$ cat config.mk
export PLATFORM = sky130hd
export DESIGN_NAME = linear_interp
export DESIGN_NICKNAME = d
export VERILOG_FILES = /design/src/rtl/linear_interp.sv
export SDC_FILE = /design/constraint.sdc
export NUM_CORES = 1
export LEC_CHECK = 0
export ABC_AREA = 1
export CAP_MARGIN = 20
export CORE_MARGIN = 8
export CORE_UTILIZATION = 30
export DETAILED_ROUTE_END_ITERATION = 12
export PLACE_DENSITY = 0.57
export SYNTH_ARGS = -nofsm -noshare
export SYNTH_HDL_FRONTEND = slang
export SYNTH_SLANG_ARGS = --single-unit
$ cat constraint.sdc
create_clock -name clk -period 2.8 [get_ports clk]
set_clock_uncertainty 0.1 [all_clocks]
set_input_delay 0.7 -clock clk [delete_from_list [all_inputs] [get_ports clk]]
set_output_delay 0.7 -clock clk [all_outputs]
set_load 0.005 [all_outputs]
$ cat src/rtl/linear_interp.sv
// rtl/linear_interp.sv - sample-rate upconverter with linear interpolation
//
// Takes low-rate unsigned samples through a one-entry valid/ready buffer and
// emits 2^N linearly interpolated points per input interval, one per step.
//
// Ports:
//   clk, reset_n       clock, synchronous active-low reset
//   din, din_valid     input sample and its valid flag
//   din_ready          block can accept din this cycle
//   tick               output step request
//   dout, dout_valid   registered interpolated sample, one-cycle update pulse
//   underflow          sticky, set when a wrap step found no next sample
//
// Optional feature macro: LINEAR_INTERP_TICK_EDGE_EN
//   defined   : one step per rising edge of tick
//   undefined : every cycle with tick high is one step

module linear_interp #(
  parameter int N    = 4,
  parameter int BITS = 11
) (
  input  logic          clk,
  input  logic          reset_n,
  input  logic [BITS:0] din,
  input  logic          din_valid,
  output logic          din_ready,
  input  logic          tick,
  output logic [BITS:0] dout,
  output logic          dout_valid,
  output logic          underflow
);

  localparam int W  = BITS + 1;
  localparam int AW = BITS + N + 2;

  typedef enum logic [1:0] {EMPTY, PRIME, RUN, STARVE} state_t;

  state_t state, state_next;

  // prev is never stored on its own: it is the starting point loaded into acc.
  logic [BITS:0]          curr;
  logic [BITS:0]          nxt;
  logic                   nxt_valid;
  logic signed [BITS+1:0] delta;
  logic signed [AW-1:0]   acc;
  logic [N-1:0]           k;

  logic          step;
  logic          accept;
  logic          wrap;
  logic          have_next;
  logic          load;
  logic [BITS:0] load_sample;
  logic [AW-1:0] delta_ext;

`ifdef LINEAR_INTERP_TICK_EDGE_EN
  logic tick_d;

  always_ff @(posedge clk) begin
    if (!reset_n) tick_d <= 1'b0;
    else          tick_d <= tick;
  end

  assign step = tick & ~tick_d;
`else
  assign step = tick;
`endif

  always_ff @(posedge clk) begin
    if (!reset_n) state <= EMPTY;
    else          state <= state_next;
  end

  always_comb begin
    state_next  = state;
    din_ready   = 1'b1;
    load        = 1'b0;
    load_sample = din;
    if (state == RUN) din_ready = ~nxt_valid;
    accept    = din_valid & din_ready;
    wrap      = (state == RUN) & step & (k == '1);
    // In RUN, din_ready is low whenever nxt is full, so an accept at a wrap is the bypass.
    have_next = nxt_valid | accept;
    case (state)
      EMPTY:  if (accept) state_next = PRIME;
      PRIME:  if (accept) begin state_next = RUN; load = 1'b1; end
      RUN: begin
        if (wrap) begin
          if (have_next) begin
            load = 1'b1;
            if (nxt_valid) load_sample = nxt;
          end else begin
            state_next = STARVE;
          end
        end
      end
      STARVE: if (accept) begin state_next = RUN; load = 1'b1; end
      default: state_next = EMPTY;
    endcase
  end

  assign delta_ext = {{N{delta[BITS+1]}}, delta};

  always_ff @(posedge clk) begin
    if (!reset_n) begin
      curr       <= '0;
      nxt        <= '0;
      nxt_valid  <= 1'b0;
      delta      <= '0;
      acc        <= '0;
      k          <= '0;
      dout       <= '0;
      dout_valid <= 1'b0;
      underflow  <= 1'b0;
    end else begin
      dout_valid <= 1'b0;

      if (state == RUN && step) begin
        // acc stays between prev<<N and curr<<N, so the slice is exact.
        dout       <= acc[N +: W];
        dout_valid <= 1'b1;
        if (!wrap) begin
          acc <= acc + $signed(delta_ext);
          k   <= k + 1'b1;
        end
      end

      if (state == EMPTY && accept) curr <= din;

      if (load) begin
        curr  <= load_sample;
        delta <= $signed({1'b0, load_sample}) - $signed({1'b0, curr});
        acc   <= {1'b0, curr, {N{1'b0}}};
        k     <= '0;
      end

      if (wrap) begin
        nxt_valid <= 1'b0;
      end else if (state == RUN && accept) begin
        nxt       <= din;
        nxt_valid <= 1'b1;
      end

      if (wrap && !have_next) underflow <= 1'b1;
    end
  end

endmodule

Word-level counts from Yosys, hierarchy flattened
Cells that the tools add are included.

cells by class
  equality and inequality tests = 9
  $add $sub $neg = 3
  multiplexer cells = 20
  reductions and logical operators = 15
  bitwise gates (word level) = 7

operators by type and width
  operator                                             number
  two-way mux 12 bit                                   6
  two-way mux 16 bit                                   3
  adder 17 x 13 -> 17 bit                              1
  subtractor 12 x 12 -> 13 bit                         1
  two-way mux 2 bit                                    4
  != test 2 bit, second input constant                 3
  case mux 2 bit (3 select lines)                      1
  AND reduction 2 bit                                  3
  OR reduction 2 bit                                   3
  two-way mux 1 bit                                    5
  adder 4 x 1 -> 4 bit, second input constant          1
  equality test 2 bit, second input constant           2
  equality test 4 bit, second input constant           1
  logical AND 1 bit                                    4
  != test 2 x 1 -> 1 bit, second input constant        2
  AND reduction 4 bit                                  1
  nonzero test 2 bit                                   2
  bitwise AND 1 bit                                    3
  inverter 1 bit                                       3
  equality test 2 x 1 -> 1 bit, second input constant  1
  zero test 2 bit                                      1
  case mux 1 bit (2 select lines)                      1
  zero test 1 bit                                      1
  OR 1 bit                                             1

storage, ports and cells
  output and inout port bits = 15
  logic and storage cells = 65
  bits of input ports = 16
  bits in registers = 75

Depth between registers and ports, before layout
Gate-level depths: netlist of the first run.

  word-level depth = 9
  mapped depth = 21
  gate-level depth less buffers = 20

Worst setup path before layout of the first run
No wires, ideal clock.

  kind = reg2reg
  from = reg k[0]
  to = reg delta[6]
  required time = 2,586 ps
  period minus slack after synthesis = 2,767 ps
  path slack = 33 ps
  arrival = 2,554 ps
  stages on the path, launching flop included = 18
  setup time = 114 ps
  buffers on the path = 1
  path through = dfxtp_1 > ha_1 > nand3_1 > nor2_8 > nand3_4 > buf_6 > nand2_1 > o21ai_2 > inv_1 > ha_1 > inv_1 > fa_1 > nand3_1 > nand3_1 > a21oi_1 > xnor2_1 > o21bai_1 > inv_1

on the way
  cells in the longest elaborated chain, start to end = 5
  elaborated cells between the ends (all ways) = 7
  those cells by class = add/sub (1); eq/ne (1); mux (4); bitwise (1)

ends and longest elaborated chain
  what                          line  RTL
  start, declared               46    logic [N-1:0] k;
  start signal, assigned        124   k <= k + 1'b1;
  equality test 4 bit (*)       81    wrap = (state == RUN) & step & (k == '1);
  bitwise AND 1 bit (*)         81
  two-way mux 12 bit            88    if (wrap) begin
  two-way mux 12 bit            84    case (state)
  subtractor 12 x 12 -> 13 bit  132   delta <= $signed({1'b0, load_sample}) - $signed({1'b0, curr});
  end signal, assigned          132
  end, declared                 44    logic signed [BITS+1:0] delta;

Every way passes the cells marked *; elsewhere a longest branch is shown, timed or not.
A chain may end at the register's enable or synchronous reset.

Final worst setup path of the first run
  from = reg k[1]
  to = reg delta[8]

The elaborated chain is that of the path after synthesis.

==> qor.json, run 1 <==
{
  "dominantRegCellSynth": {"value": "dfxtp_1"},
  "cell_internal_pwr": {"value": 2.04, "unit": "mW"},
  "result_of_the_run": {"value": "finished clean"},
  "period_share": {"value": 0.952},
  "wl_met2": {"value": 5.46, "unit": "mm"},
  "detailedRoute.firstPassIterationCount": {"value": 4},
  "antenna_violations_before_repair": {"value": 0},
  "post_synth_num_cell_types": {"value": 35},
  "power.combinational.fraction": {"value": 0.172},
  "crit_arrival": {"value": 2.81, "unit": "ns"},
  "ys.warnings.count": {"value": 0},
  "cts.sinks": {"value": 74},
  "dpl.hpwl": {"value": 9.07, "unit": "mm"},
  "power": {"value": 2.84, "unit": "mW"},
  "timing.critical_path.fanout_max": {"value": 5},
  "floorplan.rows": {"value": 45},
  "drc_violations": {"value": 0},
  "most-common-layout-cells": {"value": "nand2_1, inv_1, dfxtp_1"},
  "worst_pin_slew": {"value": 0.462, "unit": "ns"},
  "switching_share": {"value": 0.283},
  "detail_route.wirelength.met1": {"value": 5.83, "unit": "mm"},
  "timing.critical_path.slowest_cell_delay": {"value": 0.37, "unit": "ns"},
  "cp_cell_sequence": {"value": "ha_4, nand3_1, buf_6, nor2_8, nand3_4, buf_4, o21ai_2, inv_1, ha_1, inv_2, fa_2, nand3_1, nand3_2, nand4_1, nand2_1, o21ai_0, o21bai_1, inv_1"},
  "syn2layout_area_growth": {"value": 26.5, "unit": "%"},
  "power_per_unit_of_standard_cell_area": {"value": 488, "unit": "mW/mm^2"},
  "fmax": {"value": 375, "unit": "MHz"},
  "synth_fp_nets": {"value": 747},
  "highest_layer": {"value": "met4"},
  "worst_path_max_delay_cell": {"value": "dfxtp_4"},
  "vias": {"value": 4351},
  "die-width": {"value": 140, "unit": "um"},
  "route.antenna.remaining_nets": {"value": 0},
  "endpoint_kind": {"value": "register"},
  "holdCritPathClass": {"value": "reg2reg"},
  "routed_via_density": {"value": 4.50},
  "mappedNetlistArea": {"value": 0.00461, "unit": "mm^2"},
  "fin_nets": {"value": 819},
  "cts_root_buf": {"value": "clkbuf_16"},
  "buffer_ports.inserted": {"value": 30},
  "overflow": {"value": 0},
  "placedCellCount": {"value": 942},
  "power_frac_clock": {"value": 0.429},
  "routed-wl-met3": {"value": 400, "unit": "um"},
  "min_period": {"value": 2.66, "unit": "ns"},
  "largest_net_degree_at_the_start_of_global_routing": {"value": 38},
  "number_of_global_route_vias_before_repair": {"value": 4147},
  "synth_sequential_area_ratio": {"value": 0.322},
  "routabilityCongestion": {"value": 0.839},
  "route.detailed.wl_per_inst": {"value": 12.3, "unit": "um"},
  "ys_ff_latch": {"value": 74},
  "crit_type": {"value": "reg2reg"},
  "leakagePower": {"value": 2.83, "unit": "nW"},
  "final_layout_size_suffix_gt1_frac": {"value": 0.161},
  "floorplan.core_area": {"value": 0.0151, "unit": "mm^2"},
  "data_required_time_at_the_worst_endpoint": {"value": 2.94, "unit": "ns"},
  "ir_worst_vdd": {"value": 0.000255, "unit": "V"},
  "setup_viol": {"value": 0},
  "maxSlewViolCount": {"value": 0},
  "power_switching": {"value": 804, "unit": "uW"},
  "cts.htree.levels": {"value": 3},
  "drtIter0Drc": {"value": 146},
  "routed_wirelength": {"value": 11.9, "unit": "mm"},
  "gr-usage-all-layers": {"value": 0.124},
  "start_util": {"value": 0.305},
  "grt_setup_unrepaired": {"value": "true"},
  "dpl_ws": {"value": -0.466, "unit": "ns"},
  "final_critical_path_setup_slack": {"value": 0.136, "unit": "ns"},
  "mostFrequentLayoutCell": {"value": "nand2_1"},
  "ctsLongestPathBuffers": {"value": 2},
  "synth_enable_flop_cells": {"value": 0},
  "timing_hold_violations_final": {"value": 0},
  "design.portCount": {"value": 31},
  "instances_no_fill": {"value": 966},
  "syn-mean-instance-area": {"value": 6.57, "unit": "um^2"},
  "worst_slew_margin_rel": {"value": 0.692},
  "fraction_of_power_consumed_by_sequential_logic": {"value": 0.398},
  "die_height": {"value": 140, "unit": "um"},
  "number_of_buffers_added_by_the_clock_tree_synthesis_step": {"value": 9},
  "floorplan.die_area": {"value": 0.0196, "unit": "mm^2"},
  "antenna_cells_inserted": {"value": 0},
  "critPathLaunchType": {"value": "register"},
  "timing.max_cap.violations": {"value": 0},
  "async_reset_ff_frac": {"value": 0},
  "clock_insertion_delay_worst_skew": {"value": 0.35, "unit": "ns"},
  "netlist_instances": {"value": 701},
  "tritoncts": {"value": "built"},
  "grt_pass1_wl": {"value": 19.9, "unit": "mm"},
  "clk_pin_slew_worst_paths": {"value": 0.06, "unit": "ns"},
  "final_core_util": {"value": 0.386}
}
[state kept, by name, indices dropped and copies added (netlist names)]
| signal | flops |
|---|---|
| acc | 16 |
| curr | 12 |
| delta | 13 |
| dout | 12 |
| dout_valid | 1 |
| k | 4 |
| nxt | 12 |
| nxt_valid | 1 |
| state | 2 |
| underflow | 1 |
[cells in the mapped netlist (3+ instances only)]
cell,instances,share of area
nand2_4,4,0.0098
o21ai_1,7,0.0076
buf_6,5,0.012
o21bai_1,4,0.0065
inv_2,11,0.0090
nand2_2,5,0.0068
nand2_1,216,0.18
or2_2,4,0.0054
nand3_1,39,0.042
a21oi_2,5,0.0095
dfxtp_1,74,0.32
nor2_1,32,0.026
a31oi_1,5,0.0068
o21ai_0,35,0.038
ha_1,28,0.076
nor3_1,3,0.0033
a21oi_1,61,0.066
inv_1,116,0.095
nand4_1,7,0.0095
xor2_1,4,0.0076
o21ai_2,6,0.011
xnor2_1,6,0.011
clkbuf_1,6,0.0049
[critical path: cells and delay by family, from the launching register on]
family	cells	cell delay, ns
AND/OR/NAND/NOR	7	0.76
adder cells (fa/ha/maj)	3	0.50
buffers and inverters	5	0.47
flip-flops	1	0.37
AO/OA/AOI/OAI	3	0.33
[path summary, 6_finish.rpt]
path / to / slack (ns) / cells past startpoint / start
setup / recovery: delta[8] / 0.14 / 18 / k[1]
setup reg to reg: delta[8] / 0.14 / 18 / k[1]
hold reg to reg: dout[5] / 0.36 / 2 / dout[5]
hold / removal: dout[5] / 0.36 / 2 / dout[5]
[power by group through the flow]
stage / logic [mW] / clock network (mW) / registers, mW
6_report: 0.489 / 1.22 / 1.13
5_1_grt: 0.554 / 1.29 / 1.14
4_1_cts: 0.475 / 1.25 / 1.13
3_5_place_dp: 0.457 / 0 / 1.15
3_3_place_gp: 0.456 / 0 / 1.16
2_1_floorplan: 0.306 / 0 / 1.14
[final cells by class]
type | instances | area (um^2)
inverter | 128 | 483
timing repair buffer | 78 | 667
clock inverter | 6 | 72.6
multi-input combinational | 482 | 2640
sequential | 74 | 1490
fill | 1591 | 9270
clock buffer | 10 | 239
tap | 188 | 235
[metal layers]
| layer | vias to the layer above | global-route usage |
|---|---|---|
| li1 | 2347 | - |
| met1 | 1942 | 0.157 |
| met2 | 47 | 0.205 |
| met3 | 15 | 0.0289 |
| met4 | 0 | 0.0383 |
| met5 | - | 0 |
[timing repair]
item                                    in CTS  in global routing
resized for setup                           12                 18
pin swaps                                    4                  6
buffers inserted                             3                  4
endpoints found under the setup margin       7                 10
hold buffers                                 0                  0
cloned                                       1                  0
[logic make-up (layout without fill, tap and decap cells)]
logic type	after synthesis	count (layout)	synth area share
XOR/XNOR	10	10	0.0190
AO/OA/AOI/OAI	124	124	0.148
flip-flops	74	74	0.322
buffers and inverters	146	222	0.130
adder cells (fa/ha/maj)	30	30	0.0848
AND/OR/NAND/NOR	317	318	0.297
[metrics by stage]
stage,instance area (um^2),hold WS (ns),setup TNS [ns]
2_1_floorplan,4610,0.333,0
3_5_place_dp,5330,0.357,-4.10
5_1_grt,5820,0.382,-0.221
3_3_place_gp,5330,0.354,-3.69
6_report,5820,0.363,0
4_1_cts,5730,0.366,0
(Power assumes the default switching activity.)
==> run 2: changes to the inputs <==
--- a/config.mk
+++ b/config.mk
@@ -7,6 +7,7 @@
 export LEC_CHECK = 0
 export ABC_AREA = 1
 export CAP_MARGIN = 20
+export CORE_ASPECT_RATIO = 0.6
 export CORE_MARGIN = 8
 export CORE_UTILIZATION = 30
 export DETAILED_ROUTE_END_ITERATION = 12
==> qor.json, run 2 (synthesis gave the netlist of run 1 again) <==
{
  "result_of_the_run": {"value": "finished clean"},
  "largest_net_degree_at_the_start_of_global_routing": {"value": 27},
  "period_share": {"value": 0.996},
  "timing.critical_path.slowest_cell_delay": {"value": 0.35, "unit": "ns"},
  "design.portCount": {"value": 31},
  "min_period": {"value": 2.79, "unit": "ns"},
  "worst_pin_slew": {"value": 0.350, "unit": "ns"},
  "crit_type": {"value": "reg2reg"},
  "holdCritPathClass": {"value": "reg2reg"},
  "die_height": {"value": 112, "unit": "um"},
  "critical_path.endpoint": {"value": "delta[10]"},
  "timing_hold_violations_final": {"value": 0},
  "worst_setup_path_startpoint": {"value": "k[1]"},
  "detailedRoute.firstPassIterationCount": {"value": 4},
  "timing.critical_path.fanout_max": {"value": 8},
  "fill_cells": {"value": 1593},
  "antenna_violations_before_repair": {"value": 0},
  "ir_worst_vdd": {"value": 0.000289, "unit": "V"},
  "overflow": {"value": 0},
  "antenna_cells_inserted": {"value": 0},
  "endpoint_kind": {"value": "register"},
  "crit_arrival": {"value": 2.93, "unit": "ns"},
  "critPathLaunchType": {"value": "register"},
  "drc_violations": {"value": 0},
  "worst_path_max_delay_cell": {"value": "dfxtp_2"},
  "timing.critical_path.max_delay_family": {"value": "simple AND/OR/NAND/NOR gates"},
  "fmax": {"value": 359, "unit": "MHz"},
  "rr_endpoint": {"value": "delta[10]"},
  "fin_nets": {"value": 829},
  "timing.critical_path.depth": {"value": 19},
  "syn2layout_area_growth": {"value": 30.9, "unit": "%"},
  "critical_path_buf_inv_count": {"value": 6},
  "layout.cell_area.non_filler": {"value": 0.00603, "unit": "mm^2"},
  "ctsLongestPathBuffers": {"value": 2},
  "clock_insertion_delay_worst_skew": {"value": 0.34, "unit": "ns"},
  "routabilityCongestion": {"value": 0.889},
  "number_of_buffers_added_by_the_clock_tree_synthesis_step": {"value": 9},
  "timing.max_cap.violations": {"value": 0},
  "floorplan.core_area": {"value": 0.0152, "unit": "mm^2"},
  "top_register": {"value": "acc"},
  "dpl.hpwl": {"value": 9.94, "unit": "mm"},
  "power_per_unit_of_standard_cell_area": {"value": 481, "unit": "mW/mm^2"},
  "leakagePower": {"value": 2.90, "unit": "nW"},
  "floorplan.rows": {"value": 35},
  "vias": {"value": 4448},
  "worst_slew_margin_rel": {"value": 0.766},
  "routed_wirelength": {"value": 13.3, "unit": "mm"},
  "max_reg_flops": {"value": 16},
  "data_required_time_at_the_worst_endpoint": {"value": 2.94, "unit": "ns"},
  "cts.htree.levels": {"value": 3},
  "final_core_util": {"value": 0.397},
  "groute.layer.met1.usage": {"value": 0.220},
  "gr-usage-all-layers": {"value": 0.137},
  "drtIter0Drc": {"value": 327},
  "cts.sinks": {"value": 74},
  "grt_pass1_wl": {"value": 21.7, "unit": "mm"},
  "final_layout_size_suffix_gt1_frac": {"value": 0.201},
  "cts_root_buf": {"value": "clkbuf_16"},
  "clk_pin_slew_worst_paths": {"value": 0.06, "unit": "ns"},
  "tritoncts": {"value": "built"},
  "grt_most_used_layer": {"value": "met1"},
  "cell_count_of_the_worst_reg_to_reg_path": {"value": 19},
  "cp_cell_sequence": {"value": "ha_4, nand3_2, buf_6, nor2_8, nand3_4, nand2_4, o21ai_4, inv_1, ha_2, inv_2, fa_2, buf_6, buf_4, nand3_2, nand3_1, nand2_1, nand3_1, nand2_1, inv_1"},
  "r2r_start": {"value": "k[1]"},
  "place_area": {"value": 0.00540, "unit": "mm^2"},
  "whs": {"value": 0.368, "unit": "ns"},
  "biggestRegsByFlops": {"value": "acc (16), delta (13)"},
  "mostFrequentLayoutCell": {"value": "nand2_1"},
  "hold_path.startpoint": {"value": "delta[7]"},
  "die-width": {"value": 176, "unit": "um"},
  "buffer_ports.inserted": {"value": 30},
  "routed_via_density": {"value": 4.49},
  "use_met3": {"value": 0.0328},
  "grt.met2_usage": {"value": 0.174},
  "floorplan.die_area": {"value": 0.0197, "unit": "mm^2"},
  "maxSlewViolCount": {"value": 0},
  "route.detailed.wl_per_inst": {"value": 13.4, "unit": "um"},
  "worst_setup_slack_for_register_to_register_paths": {"value": 0.01, "unit": "ns"},
  "start_util": {"value": 0.303},
  "setup_viol": {"value": 0},
  "grt_setup_unrepaired": {"value": "true"},
  "route.antenna.remaining_nets": {"value": 0},
  "number_of_global_route_vias_before_repair": {"value": 4078},
  "most-common-layout-cells": {"value": "nand2_1, inv_1, dfxtp_1"}
}
-- run 2: changes by cell type in the layout (fill, tap and decap cells not counted), moves of 3 or more --
cell / change
nand2_2: +8
buf_6: +5
o21ai_0: -3
nand3_2: +4
nand3_1: -4
nand2_1: -9
buf_4: +5
-- run 2: final cells by class --
class	instances	area, um^2	share of cell area
Tap cell	203	254	0.0421
Multi-Input combinational cell	482	2730	0.453
Sequential cell	74	1490	0.246
Inverter	128	485	0.0805
Clock buffer	9	225	0.0373
Timing Repair Buffer	88	761	0.126
Clock inverter	7	85.1	0.0141
-- run 2: worst min-delay path: stages (launching register included) --
cell and delay (ns):
dfxtp_1 0.32, nand2_1 0.07, nand2_1 0.04
-- run 2: report_power, final --
group	switching [mW]	internal (mW)
clock	0.520	0.708
combinational	0.304	0.235
sequential	0.0368	1.10
total	0.861	2.04
-- run 2: repair_timing --
action                                  in CTS  in global routing
pin swaps                                    6                 24
resized for setup                           11                 54
gates cloned                                 1                  0
hold buffers                                 0                  0
endpoints found under the setup margin       9                 11
setup buffers                                3                  8
-- run 2: worst min-delay path by stage --
stage | endpoint | cells after the start
after floorplan | delta[7] | 2
after detailed placement | dout[0] | 2
after global placement | curr[2] | 2
after CTS | delta[7] | 2
after global routing | dout[11] | 2
final | delta[7] | 2
-- run 2: metal layers --
| metal | routed length (um) | vias to the layer above |
|---|---|---|
| li1 | - | 2365 |
| met1 | 7630 | 1991 |
| met2 | 4850 | 87 |
| met3 | 750 | 5 |
| met4 | 56 | 0 |
| met5 | 0 | - |
-- run 2: stage by stage --
step	power, mW	setup WS [ns]	setup TNS (ns)	std cells
final	2.90	0.0106	0	991
after floorplan	1.45	0.0328	0	701
after detailed placement	1.62	-0.541	-5.22	964
after CTS	2.87	0.0165	0	984
after global placement	1.63	-0.554	-4.99	964
after global routing	3.03	-0.127	-0.485	991
==> run 3: changes to the inputs <==
--- a/config.mk
+++ b/config.mk
@@ -11,7 +11,8 @@
 export CORE_MARGIN = 8
 export CORE_UTILIZATION = 30
 export DETAILED_ROUTE_END_ITERATION = 12
-export PLACE_DENSITY = 0.57
+export HOLD_SLACK_MARGIN = 0.12
+export PLACE_DENSITY = 0.48
 export SYNTH_ARGS = -nofsm -noshare
 export SYNTH_HDL_FRONTEND = slang
 export SYNTH_SLANG_ARGS = --single-unit
==> qor.json, run 3 (synthesis gave the netlist of run 1 again) <==
{
  "result_of_the_run": {"value": "finished clean"},
  "maxSlewViolCount": {"value": 0},
  "most-common-layout-cells": {"value": "nand2_1, inv_1, dfxtp_1"},
  "critical_path.most_common_cell": {"value": "nand3_2"},
  "syn2layout_area_growth": {"value": 28.3, "unit": "%"},
  "detailedRoute.firstPassIterationCount": {"value": 5},
  "worst_setup_path_startpoint": {"value": "k[1]"},
  "timing.max_cap.violations": {"value": 0},
  "cts.sinks": {"value": 74},
  "period_share": {"value": 0.938},
  "routed_wirelength": {"value": 14.1, "unit": "mm"},
  "timing.critical_path.fanout_max": {"value": 6},
  "antenna_violations_before_repair": {"value": 0},
  "endpoint_kind": {"value": "register"},
  "drtIter0Drc": {"value": 306},
  "vias": {"value": 4457},
  "floorplan.core_area": {"value": 0.0152, "unit": "mm^2"},
  "tritoncts": {"value": "built"},
  "timing.critical_path.slowest_cell_delay": {"value": 0.36, "unit": "ns"},
  "clk_pin_slew_worst_paths": {"value": 0.06, "unit": "ns"},
  "worst_slew_margin_rel": {"value": 0.686},
  "fmax": {"value": 381, "unit": "MHz"},
  "final_layout_size_suffix_gt1_frac": {"value": 0.176},
  "leakagePower": {"value": 2.86, "unit": "nW"},
  "crit_arrival": {"value": 2.76, "unit": "ns"},
  "critPathLaunchType": {"value": "register"},
  "cts.htree.levels": {"value": 3},
  "cp_cell_sequence": {"value": "ha_4, nand3_2, buf_6, nor2_8, nand3_4, buf_6, o21ai_4, inv_2, ha_4, inv_4, fa_2, nand3_2, nand3_2, nand4_1, nand2_1, o21ai_1, o21bai_1, inv_1"},
  "cell_count_of_the_worst_reg_to_reg_path": {"value": 18},
  "crit_type": {"value": "reg2reg"},
  "number_of_buffers_added_by_the_clock_tree_synthesis_step": {"value": 9},
  "fin_nets": {"value": 820},
  "groute.layer.met1.usage": {"value": 0.237},
  "top_register": {"value": "acc"},
  "die_height": {"value": 112, "unit": "um"},
  "timing_hold_violations_final": {"value": 0},
  "use_met3": {"value": 0.0379},
  "drc_violations": {"value": 0},
  "worst_pin_slew": {"value": 0.471, "unit": "ns"},
  "worst_path_max_delay_cell": {"value": "dfxtp_2"},
  "grt_most_used_layer": {"value": "met1"},
  "gr-usage-all-layers": {"value": 0.147},
  "start_util": {"value": 0.303},
  "tns": {"value": 0, "unit": "ns"},
  "antenna_cells_inserted": {"value": 0},
  "holdCritPathClass": {"value": "reg2reg"},
  "max_reg_flops": {"value": 16},
  "largest_net_degree_at_the_start_of_global_routing": {"value": 38},
  "worst_setup_slack_for_register_to_register_paths": {"value": 0.17, "unit": "ns"},
  "ir_worst_vdd": {"value": 0.000305, "unit": "V"},
  "hold_depth": {"value": 2},
  "r2r_start": {"value": "k[1]"},
  "power_per_unit_of_standard_cell_area": {"value": 501, "unit": "mW/mm^2"},
  "buffer_ports.inserted": {"value": 30},
  "die-width": {"value": 176, "unit": "um"},
  "routed_via_density": {"value": 4.54},
  "overflow": {"value": 0},
  "rr_endpoint": {"value": "delta[8]"},
  "design.portCount": {"value": 31},
  "setup_viol": {"value": 0},
  "post_cts_hold_buffer_count": {"value": 0},
  "grt_pass1_wl": {"value": 23.0, "unit": "mm"},
  "mostFrequentLayoutCell": {"value": "nand2_1"},
  "clock_insertion_delay_worst_skew": {"value": 0.34, "unit": "ns"},
  "cts_root_buf": {"value": "clkbuf_16"},
  "route.antenna.remaining_nets": {"value": 0},
  "fill_cells": {"value": 1602},
  "floorplan.die_area": {"value": 0.0197, "unit": "mm^2"},
  "min_period": {"value": 2.63, "unit": "ns"},
  "biggestRegsByFlops": {"value": "acc (16), delta (13)"},
  "ctsLongestPathBuffers": {"value": 2},
  "layout.cell_area.non_filler": {"value": 0.00591, "unit": "mm^2"},
  "route.detailed.wl_per_inst": {"value": 14.4, "unit": "um"},
  "grt.met2_usage": {"value": 0.185},
  "place_area": {"value": 0.00538, "unit": "mm^2"},
  "dpl.hpwl": {"value": 11.1, "unit": "mm"},
  "data_required_time_at_the_worst_endpoint": {"value": 2.93, "unit": "ns"},
  "number_of_global_route_vias_before_repair": {"value": 4339},
  "routabilityCongestion": {"value": 0.863},
  "critical_path.endpoint": {"value": "delta[8]"},
  "floorplan.rows": {"value": 35}
}
==> run 3: cell count changes in the layout (fill, tap and decap cells not counted), sizes merged <==
cell	change
clkbuf	+1
buf	-8
inv	-1
nand3	-1
bufinv	+1
clkinv	-1
==> run 3: layout make-up <==
cell class | count | area [um^2] | area share
multi-input combinational | 481 | 2660 | 0.451
clock inverter | 6 | 97.6 | 0.0165
tap | 203 | 254 | 0.0430
clock buffer | 10 | 239 | 0.0404
timing repair buffer | 80 | 686 | 0.116
inverter | 128 | 485 | 0.0822
sequential | 74 | 1480 | 0.251
==> run 3: power breakdown <==
part	internal (mW)	switching, mW
sequential	1.10	0.0393
clock	0.818	0.491
combinational	0.215	0.301
total	2.13	0.832
==> run 3: how the worst min path moves through the flow <==
stage	from	end	slack (ns)
2_1_floorplan	delta[7]	delta[7]	0.33
3_3_place_gp	curr[2]	curr[2]	0.36
3_5_place_dp	dout[3]	dout[3]	0.36
4_1_cts	dout[3]	dout[3]	0.37
5_1_grt	dout[8]	dout[8]	0.39
6_report	dout[3]	dout[3]	0.37
==> run 3: worst max-delay path, delay by kind of cell (launching register included) <==
kind                     cells  cell delay, ns
AND/OR/NAND/NOR              7            0.68
adder cells (fa/ha/maj)      3            0.53
buffers and inverters        5            0.45
AO/OA/AOI/OAI                3            0.38
flip-flops                   1            0.36
==> run 3: timing repair <==
item                                    in CTS  in global routing
setup buffers                                2                  3
pin swaps                                    3                  9
gates resized for setup                     21                 25
endpoints found under the setup margin      11                  8
==> run 3: layer usage <==
metal	routed length [um]	vias to the layer above	part of all wire
li1	-	2338	-
met1	8110	2011	0.57
met2	5040	99	0.36
met3	893	9	0.063
met4	76	0	0.0054
met5	0	-	0
==> run 3: stage by stage <==
stage / power [mW] / utilization / instances / hold WS, ns / setup WS (ns)
after floorplan: 1.45 / - / 701 / 0.333 / 0.0328
after global placement: 1.63 / 0.354 / 961 / 0.357 / -0.595
after detailed placement: 1.63 / 0.354 / 961 / 0.358 / -0.592
after CTS: 2.97 / 0.382 / 979 / 0.371 / 0.00693
after global routing: 3.11 / 0.389 / 982 / 0.392 / -0.0326
final: 2.96 / 0.389 / 982 / 0.369 / 0.172
